$ cat config.mk
export PLATFORM = sky130hd
export DESIGN_NAME = ifm_s2mm_axis
export DESIGN_NICKNAME = d
export VERILOG_FILES = /design/src/rtl/ifm_s2mm_axis_pkg.sv /design/src/rtl/ifm_s2mm_axis_out_reg.sv /design/src/rtl/ifm_s2mm_axis.sv
export SDC_FILE = /design/constraint.sdc
export NUM_CORES = 1
export LEC_CHECK = 0
export CORE_ASPECT_RATIO = 0.6
export CORE_MARGIN = 10
export CORE_UTILIZATION = 45
export DETAILED_ROUTE_END_ITERATION = 8
export PLACE_DENSITY = 0.86
export SKIP_CTS_REPAIR_TIMING = 1
export SLEW_MARGIN = 10
export SYNTH_ARGS = -nofsm -noshare
export SYNTH_HDL_FRONTEND = slang
export SYNTH_SLANG_ARGS = --single-unit
$ cat constraint.sdc
create_clock -name s2mm_clk -period 3 [get_ports s2mm_clk]
set_clock_uncertainty 0.1 [all_clocks]
set_input_delay 0.3 -clock s2mm_clk [delete_from_list [all_inputs] [get_ports s2mm_clk]]
set_output_delay 0.3 -clock s2mm_clk [all_outputs]
set_load 0.05 [all_outputs]
$ cat src/rtl/ifm_s2mm_axis_pkg.sv
// ifm_s2mm_axis_pkg
//   Shared definitions for the IFM S2MM AXI-Stream bridge:
//   FSM state encodings, FIFO word field positions and stream widths.
package ifm_s2mm_axis_pkg;

   typedef enum logic [1:0] {
      S_IDLE = 2'd0,
      S_DATA = 2'd1,
      S_LAST = 2'd2,
      S_STS  = 2'd3
   } state_t;

   // good FIFO word: [72] last, [71:64] keep, [63:0] data
   localparam int GF_W       = 73;
   localparam int GF_LAST    = 72;
   localparam int GF_KEEP_HI = 71;
   localparam int GF_KEEP_LO = 64;

   // ctrl FIFO word: [36] last, [35:32] keep, [31:0] data
   localparam int CF_W       = 37;
   localparam int CF_LAST    = 36;
   localparam int CF_KEEP_HI = 35;
   localparam int CF_KEEP_LO = 32;

   localparam int S2MM_DATA_W = 64;
   localparam int S2MM_KEEP_W = 8;
   localparam int STS_DATA_W  = 32;
   localparam int STS_KEEP_W  = 4;

endpackage

$ cat src/rtl/ifm_s2mm_axis_out_reg.sv
// axis_out_reg
//   Single-stage valid/ready output register. A load captures din and
//   raises valid; without a load, an accepted beat (ready=1) drops valid.
//   can_load tells the producer the register is free this cycle.
// Ports:
//   s2mm_clk, s2mm_resetn : clock, async active-low reset
//   load, din             : capture strobe and word
//   ready                 : downstream ready
//   valid, dout           : registered stream word
//   can_load              : ~valid | ready
module axis_out_reg #(
   parameter int W = 8
) (
   input  logic         s2mm_clk,
   input  logic         s2mm_resetn,
   input  logic         load,
   input  logic [W-1:0] din,
   input  logic         ready,
   output logic         valid,
   output logic [W-1:0] dout,
   output logic         can_load
);

   assign can_load = ~valid | ready;

   always_ff @(posedge s2mm_clk or negedge s2mm_resetn) begin
      if (!s2mm_resetn) begin
         valid <= 1'b0;
         dout  <= '0;
      end else if (load) begin
         valid <= 1'b1;
         dout  <= din;
      end else if (ready) begin
         valid <= 1'b0;
      end
   end

endmodule

$ cat src/rtl/ifm_s2mm_axis.sv
// ifm_s2mm_axis
//   Drains one frame from the good (data) FIFO onto the S2MM data stream,
//   then its status packet from the ctrl FIFO onto the S2MM status stream,
//   and counts completed frames. Frames are strictly serialised: the next
//   frame's data is not popped until the current status tlast is accepted.
// Ports:
//   s2mm_clk, s2mm_resetn          : clock, async active-low reset
//   good_fifo_*                    : FWFT frame data FIFO (rdata/empty/rden)
//   ctrl_fifo_*                    : FWFT status FIFO (rdata/empty/rden)
//   s2mm_t*                        : DMA data stream (64-bit)
//   s2mm_sts_t*                    : DMA status/app stream (32-bit)
//   rx_frame_cnt                   : frames fully delivered (wrapping)
//   ifm_s2mm_fsm_dbg               : {tready, good_fifo_empty, state}
module ifm_s2mm_axis
   import ifm_s2mm_axis_pkg::*;
#(
   parameter int C_CNT_W = 32
) (
   input  logic                   s2mm_clk,
   input  logic                   s2mm_resetn,
   input  logic [GF_W-1:0]        good_fifo_rdata,
   input  logic                   good_fifo_empty,
   output logic                   good_fifo_rden,
   input  logic [CF_W-1:0]        ctrl_fifo_rdata,
   input  logic                   ctrl_fifo_empty,
   output logic                   ctrl_fifo_rden,
   output logic [S2MM_DATA_W-1:0] s2mm_tdata,
   output logic [S2MM_KEEP_W-1:0] s2mm_tkeep,
   output logic                   s2mm_tlast,
   output logic                   s2mm_tvalid,
   input  logic                   s2mm_tready,
   output logic [STS_DATA_W-1:0]  s2mm_sts_tdata,
   output logic [STS_KEEP_W-1:0]  s2mm_sts_tkeep,
   output logic                   s2mm_sts_tlast,
   output logic                   s2mm_sts_tvalid,
   input  logic                   s2mm_sts_tready,
   output logic [C_CNT_W-1:0]     rx_frame_cnt,
   output logic [3:0]             ifm_s2mm_fsm_dbg
);

   state_t          state, state_nxt;
   logic [GF_W-1:0] d_q;
   logic [CF_W-1:0] c_q;
   logic            d_can_load, c_can_load;
   logic            d_last_hs, s_last_hs;

   // ---------------- output registers ----------------
   axis_out_reg #(.W(GF_W)) u_data_reg (
      .s2mm_clk    (s2mm_clk),
      .s2mm_resetn (s2mm_resetn),
      .load        (good_fifo_rden),
      .din         (good_fifo_rdata),
      .ready       (s2mm_tready),
      .valid       (s2mm_tvalid),
      .dout        (d_q),
      .can_load    (d_can_load)
   );

   axis_out_reg #(.W(CF_W)) u_sts_reg (
      .s2mm_clk    (s2mm_clk),
      .s2mm_resetn (s2mm_resetn),
      .load        (ctrl_fifo_rden),
      .din         (ctrl_fifo_rdata),
      .ready       (s2mm_sts_tready),
      .valid       (s2mm_sts_tvalid),
      .dout        (c_q),
      .can_load    (c_can_load)
   );

   assign s2mm_tdata     = d_q[S2MM_DATA_W-1:0];
   assign s2mm_tkeep     = d_q[GF_KEEP_HI:GF_KEEP_LO];
   assign s2mm_tlast     = d_q[GF_LAST];
   assign s2mm_sts_tdata = c_q[STS_DATA_W-1:0];
   assign s2mm_sts_tkeep = c_q[CF_KEEP_HI:CF_KEEP_LO];
   assign s2mm_sts_tlast = c_q[CF_LAST];

   assign d_last_hs = s2mm_tvalid & s2mm_tready & s2mm_tlast;
   assign s_last_hs = s2mm_sts_tvalid & s2mm_sts_tready & s2mm_sts_tlast;

   // ---------------- FSM ----------------
   always_ff @(posedge s2mm_clk or negedge s2mm_resetn) begin
      if (!s2mm_resetn) state <= S_IDLE;
      else              state <= state_nxt;
   end

   always_comb begin
      state_nxt = state;
      case (state)
         S_IDLE: if (!good_fifo_empty)                       state_nxt = S_DATA;
         S_DATA: if (good_fifo_rden && good_fifo_rdata[GF_LAST]) state_nxt = S_LAST;
         S_LAST: if (d_last_hs)                              state_nxt = S_STS;
         S_STS:  if (s_last_hs)                              state_nxt = S_IDLE;
         default:                                            state_nxt = S_IDLE;
      endcase
   end

   always_comb begin
      good_fifo_rden = 1'b0;
      ctrl_fifo_rden = 1'b0;
      case (state)
         S_DATA: good_fifo_rden = ~good_fifo_empty & d_can_load;
         // Once the status tlast word sits in the register, stop popping:
         // the FSM is still in S_STS while that word waits for acceptance,
         // and the next word in the ctrl FIFO belongs to a later frame.
         S_STS:  ctrl_fifo_rden = ~ctrl_fifo_empty & c_can_load &
                                  ~(s2mm_sts_tvalid & s2mm_sts_tlast);
         default: ;
      endcase
   end

   // ---------------- frame counter ----------------
   always_ff @(posedge s2mm_clk or negedge s2mm_resetn) begin
      if (!s2mm_resetn)                  rx_frame_cnt <= '0;
      else if (state == S_STS && s_last_hs) rx_frame_cnt <= rx_frame_cnt + C_CNT_W'(1);
   end

   assign ifm_s2mm_fsm_dbg = {s2mm_tready, good_fifo_empty, state};

endmodule

==> impl_results.md, run 1 <==
* DR WL/cell at a little under 20 um
* Hold Vio Cnt, Final at 0
* Finished Cell Area at approximately 9400 um2
* Post-synthesis register bit count at 146
* CTS tree: done
* Critical-path top delay cell: dfrtp_1
* Top FF cell, synth: dfrtp_1
* Avg Synthesized Cell Area at around 15 um2
* Sequential cell area at 3654 um2
* First-pass GRT wire length at 26,180 um
* CTS Sinks at about 150
* Final #Nets at 793
* Max IR drop VDD at 846.4 uV
* Latest clock arrival within the worst-skew pair at 0.40 ns
* Asr flop ratio synth at 100.0%
* Hold Crit Class: primary input to async pin
* RSZ-0062 raised after global routing: false
* # port buffers at 265
* Layout filler cell count at 831
* Max_cap viols at 0
* Die Width at 167.7 um
* Area grow syn2layout at 59.58%
* Final Cycle Share at 77.22%
* DR iter-0 viols at 157
* Clock root buffer: clkbuf_16
* CORE AREA at 12,810 um2
* Slowest stage delay, CP at 0.41 ns
* Finish-stage setup viols at 0
* Clock-pin slew on the worst setup and hold paths at 0.06 ns
* Post-layout util at between 70% and 80%
* Max_slew headroom at 48.71%
* CP Capture Type: output port
* TNS Setup at 0 ns
* Chip Height at 108.6 um
* Vias at 4,228
* TritonCTS Buffers at 17
* Crit Path Class: flip-flop to output port
* Initial Util at 45.96%
* Cell mode on critical path: buf_12
* Sequential-to-total area share from yosys stat at 62.05%
* Antenna violations before repair at 0
* H-tree Lvls at 4
* Leading area contributor after synthesis: dfrtp_1
* Top post-synthesis cells by area: dfrtp_1 62%, mux2_2 21%, xnor2_1 3.0%, xor2_1 1.6%, ha_1 1.3%
* Status: finished clean
* Worst slew pin tran at roughly 0.76 ns
* Largest net degree at the start of global routing at between 70 and 80
* Synth top area share at 62.05%
* Post-synth EDFFs at 0
* FF-to-FF setup slack at just over 0.8 ns
* Pre-antenna DRT Iters at 6
* Via/cell ratio at slightly below 5
* Netlist cell types at 33
* Commonest non-fill, non-tap cell in the layout: clkdlybuf4s50_1
* Crit-path max FO at 31
* Tmin final at 2.317 ns
* Startpoint types: flip-flop
* Antenna Cells at 0
* Routed wire length at 16,670 um
* Clk buf depth at 2
* Synth warnings at 0
* Worst EP required at 2.60 ns
* Leakage at 3.972 nW
* Multi-input gate area at about 2100 um2
* RR Startpoint: state[1]
* FF-to-FF End: rx_frame_cnt[29]
* Vias in the first global route at 4,637
* Placed cell count at 821
* Num rows at 32
* WHS at 0.3698 ns
* PwrDens at 1239 nW/um2
* Share of layout cells above drive strength 1 at 23.28%
* R2R depth at 5
* Syn_nets at around 520
* Gpl congestion at 0.8070
* Placed Area at 8762 um2
* I/O pin total at between 200 and 300
* Final Max Slew Viols at 0
* Die footprint at 18,210 um2
* Cell Count, Final, Fillers Out at 853
* Most frequent cells in the layout: 262 x clkdlybuf4s50_1, 146 x dfrtp_1, 111 x mux2_2, 20 x xnor2_1, 17 x clkbuf_16
* Arrival time at the worst endpoint at 1.92 ns
* Routed Antenna Nets at 0
* Total grt overflow at 0
* HPWL Detailed at 13,030 um
* # DRC at 0
* Gate Count Post-Synth at 400
* GRT Total Usage at 18.08%
* FMAX at 0.4317 GHz
* Crit path cell chain: ha_1 > nand2b_1 > a21oi_4 > buf_12 > buf_12
* Syn Std Cell Area at 5888 um2
cells by family after synthesis:
kind of cell / Yosys count / share of synthesized area, %
adders and majority gates: 6 / 1.275
xor gates and xnor gates: 31 / 4.611
buffers and inverters: 25 / 2.125
DFF: 146 / 62.05
muxes: 112 / 21.40
and+or+nand+nor: 76 / 8.139
AOI/OAI and AO/OA: 4 / 0.4037
layer usage:
metal,vias to the layer above,track usage [%],share of wire [%]
met3,8,9.819,12
li1,1935,-,-
met4,0,4.517,0.80
met5,-,0,0
met2,165,30.81,51
met1,2120,19.56,37
worst max path at each step:
stage	slack, ns	depth (start not counted)	from	endpoint
2_1_floorplan	0.64	7	state[1]	u_data_reg.dout[63]
3_3_place_gp	0.79	5	s2mm_sts_tready	rx_frame_cnt[31]
3_5_place_dp	0.58	5	s2mm_sts_tready	rx_frame_cnt[29]
4_1_cts	0.66	6	state[1]	good_fifo_rden
5_1_grt	0.54	6	state[1]	good_fifo_rden
6_report	0.68	5	state[1]	ctrl_fifo_rden
worst max-delay path: cells and delay by family (launching register included):
kind	cells	cell delay, ns
flops	1	0.41
compound gates	1	0.31
simple gates	1	0.13
buf+inv	2	0.41
fa+ha+maj	1	0.25
state kept, by name, indices dropped and copies added (netlist names):
name,count
u_data_reg.dout,73
rx_frame_cnt,32
u_data_reg.valid,1
u_sts_reg.valid,1
u_sts_reg.dout,37
state,2
area by class of cell:
class	instances	share of cell area [%]
sequential	146	38.88
timing repair buffer	270	29.28
multi-input combinational	229	22.65
clock buffer	19	4.714
tap	170	2.264
clock inverter	12	1.931
inverter	7	0.2796
cells in the mapped netlist, types with 2 or more instances:
master / instances
inv_1: 7
dfrtp_1: 146
nor2_1: 8
ha_1: 6
mux2_2: 111
nor3_1: 10
xor2_1: 11
nand2_1: 13
buf_2: 13
xnor2_1: 20
nand3_1: 14
nand2b_1: 5
nand4_1: 9
clkbuf_1: 2
and3_1: 3
buf_4: 2
nor4_4: 3
or2_2: 2
power by group:
| part | total, mW | internal [mW] | switching [mW] |
|---|---|---|---|
| Sequential | 3.22 | 2.78 | 0.443 |
| Clock | 2.23 | 1.42 | 0.814 |
| Combinational | 6.19 | 2.30 | 3.89 |
metrics by stage:
| step | power [mW] | setup slack, ns |
|---|---|---|
| floorplan | 7.200 | 0.6384 |
| global placement | 9.356 | 0.7946 |
| detailed placement | 9.501 | 0.5848 |
| CTS | 11.78 | 0.6571 |
| global route | 12.15 | 0.5388 |
| finish | 11.64 | 0.6835 |
Note: power is estimated with default switching activity, not from simulation.
==> inputs of run 2 (changes only) <==
CORE_UTILIZATION = 42   (was 45)
PLACE_DENSITY = 0.81   (was 0.86)
clock period = 2.3 ns   (was 3 ns; I/O delays follow)
==> run 2 against run 1 <==
First-iteration DRC count increased by 4.5%; power rose by 29%; sequential power up 31%; cell area rose by 0.31%; sequential share of layout area decreased by 0.092 points; clock-buffer cell count stayed put; final cell count is 3.3% higher; sequential cell count unchanged; register-to-register slack lost 0.50 ns; die area is 6.0% higher; critical path depth is 1 higher; core utilization is 4.6 points lower.
==> impl_results.md, run 2 (synthesized netlist as in run 1, its figures left out) <==
* Status: finished clean (unchanged)
* WHS at 0.2789 ns (was 0.3698 ns)
* Cell Count, Final, Fillers Out at 881 (was 853)
* DR WL/cell at 20.15 um (was 19.54 um)
* Max reg flops at 73 (unchanged)
* WP buf/inv at 3 (was 2)
* # DRC at 0 (unchanged)
* Largest net degree at the start of global routing at 62 (was 76)
* Layout filler cell count at 965 (was 831)
* Initial Util at 42.95% (was 45.96%)
* Tmin final at 2.160 ns
* HPWL Detailed at 13,680 um (was 13,030 um)
* Worst slew pin tran at 0.5949 ns (was 0.7634 ns)
* Chip Height at 111.7 um (was 108.6 um)
* Placed cell count at 849 (was 821)
* Slowest stage delay, CP at 0.43 ns (was 0.41 ns)
* FMAX at 0.4629 GHz
* Gpl congestion at 0.8067 (was 0.8070)
* First-pass GRT wire length at 28,050 um (was 26,180 um)
* Pre-antenna DRT Iters at 4 (was 6)
* Final Max Slew Viols at 0 (unchanged)
* # port buffers at 265 (unchanged)
* Crit-path leading delay family: buffers and inverters (unchanged)
* Sequential cell area at 3656 um2 (was 3654 um2)
* PwrDens at 1590 nW/um2 (was 1239 nW/um2)
* TNS Setup at 0 ns (unchanged)
* Clock-pin slew on the worst setup and hold paths at 0.06 ns (about the same)
* Post-layout util at 68.76% (was 73.34%)
* Antenna Cells at 0 (unchanged)
* Largest regs: u_data_reg.dout: 73 flops, u_sts_reg.dout: 37 flops, rx_frame_cnt: 32 flops (unchanged)
* GRT Total Usage at 18.25% (was 18.08%)
* Hold Crit Class: primary input to async pin (unchanged)
* Area grow syn2layout at 60.07% (was 59.58%)
* Commonest non-fill, non-tap cell in the layout: clkdlybuf4s50_1 (unchanged)
* Final #Nets at 799 (was 793)
* H-tree Lvls at 4 (unchanged)
* Max_cap viols at 0 (unchanged)
* Clock root buffer: clkbuf_16 (unchanged)
* Hold Vio Cnt, Final at 0 (unchanged)
* Most frequent cells in the layout: 261 x clkdlybuf4s50_1, 144 x dfrtp_1, 111 x mux2_2, 20 x xnor2_1, 17 x clkbuf_16 (was 262 x clkdlybuf4s50_1, 146 x dfrtp_1, 111 x mux2_2, 20 x xnor2_1, 17 x clkbuf_16)
* Worst EP required at 1.97 ns (was 2.60 ns)
* CORE AREA at 13,710 um2 (was 12,810 um2)
* Vias in the first global route at 4,850 (was 4,637)
* Arrival time at the worst endpoint at 1.83 ns (was 1.92 ns)
* TritonCTS Buffers at 17 (unchanged)
* RSZ-0062 raised after global routing: false (unchanged)
* DR iter-0 viols at 164 (was 157)
* Multi-input gate area at 2135 um2 (was 2128 um2)
* CTS tree: done (unchanged)
* Max_slew headroom at 60.34% (was 48.71%)
* Cell mode on critical path: buf_12 (unchanged)
* Die footprint at 19,310 um2 (was 18,210 um2)
* Crit Path Class: flip-flop to output port (unchanged)
* Crit-path max FO at 35 (was 31)
* Num rows at 33 (was 32)
* CP Capture Type: output port (unchanged)
* Critical-path top delay cell: dfrtp_2 (was dfrtp_1)
* Total grt overflow at 0 (unchanged)
* I/O pin total at 266 (unchanged)
* Latest clock arrival within the worst-skew pair at 0.40 ns (about the same)
* Max IR drop VDD at 1197 uV (was 846.4 uV)
* CTS Sinks at 146 (unchanged)
* Startpoint types: flip-flop (unchanged)
* Via/cell ratio at 4.855 (was 4.957)
* Top reg by flops: u_data_reg.dout (unchanged)
* Die Width at 172.9 um (was 167.7 um)
* Share of layout cells above drive strength 1 at 24.67% (was 23.28%)
* Antenna violations before repair at 0 (unchanged)
* Leakage at 3.965 nW (was 3.972 nW)
* Final Cycle Share at 93.93%
* Vias at 4,277 (was 4,228)
* Routed Antenna Nets at 0 (unchanged)
* Crit path cell chain: inv_1 > ha_1 > nand2b_1 > nor2_4 > buf_12 > buf_12 (was ha_1 > nand2b_1 > a21oi_4 > buf_12 > buf_12)
* Clk buf depth at 2 (unchanged)
* Routed wire length at 17,750 um (was 16,670 um)
* Finish-stage setup viols at 0 (unchanged)
-- run 2: changes by cell type in the layout (fill, tap and decap cells not counted), moves of 2 or more --
cell        delta
buf_4          +6
clkinvlp_4     +4
bufinv_16      -3
dfrtp_1        -2
dfrtp_2        +2
-- run 2: area by class of cell --
type | count | share of cell area (%)
clock buffer | 19 | 4.806
clock inverter | 12 | 1.155
inverter | 7 | 0.2788
multi-input combinational | 229 | 22.65
sequential | 146 | 38.79
tap | 192 | 2.549
timing repair buffer | 276 | 29.78
-- run 2: path summary, 6_finish.rpt --
kind	end	cells after the start	startpoint	slack, ns
max	good_fifo_rden	6	state[1]	0.14
min	rx_frame_cnt[14]	2	s2mm_resetn	0.28
max reg2reg	rx_frame_cnt[17]	5	state[1]	0.31
min reg2reg	rx_frame_cnt[31]	1	rx_frame_cnt[31]	0.39
max in group asynchronous	u_data_reg.dout[24]	3	s2mm_resetn	1.11
min in group s2mm_clk	u_sts_reg.dout[2]	2	ctrl_fifo_rdata[2]	0.33
-- run 2: metrics by stage --
stage / setup slack (ns) / total power, mW / instance area (um2)
detailed placement: 0.2224 / 12.48 / 8853
global placement: 0.2768 / 12.30 / 8853
global route: 0.0006284 / 15.63 / 9425
CTS: 0.1067 / 15.16 / 9415
finish: 0.1395 / 14.98 / 9425
floorplan: 0.1150 / 9.398 / 5893
-- run 2: worst register-to-register path: stages (launching register included) --
cell and delay, ns:
dfrtp_2 0.40, ha_1 0.25, nand4_2 0.21, or2_2 0.45, nor4_2 0.30, xor2_1 0.20
-- run 2: power breakdown --
group / switching (mW) / internal, mW / total [mW]
Sequential: 0.602 / 3.63 / 4.23
Clock: 1.06 / 1.54 / 2.60
Combinational: 5.13 / 3.02 / 8.15
Total: 6.79 / 8.19 / 15.0
-- run 2: layer usage --
metal  up-vias  part of all wire [%]  GRT usage, %
met5         -                     0             0
met4         0                  0.69         4.519
li1       1948                     -             -
met1      2150                    39         20.12
met2       171                    49         30.72
met3         8                    11         9.548
==> inputs of run 3 (changes only) <==
ABC_CLOCK_PERIOD_IN_PS = 2300   (was unset)
==> results of run 3 <==
The final DEF is identical to that of run 2; final timing and power are the same.
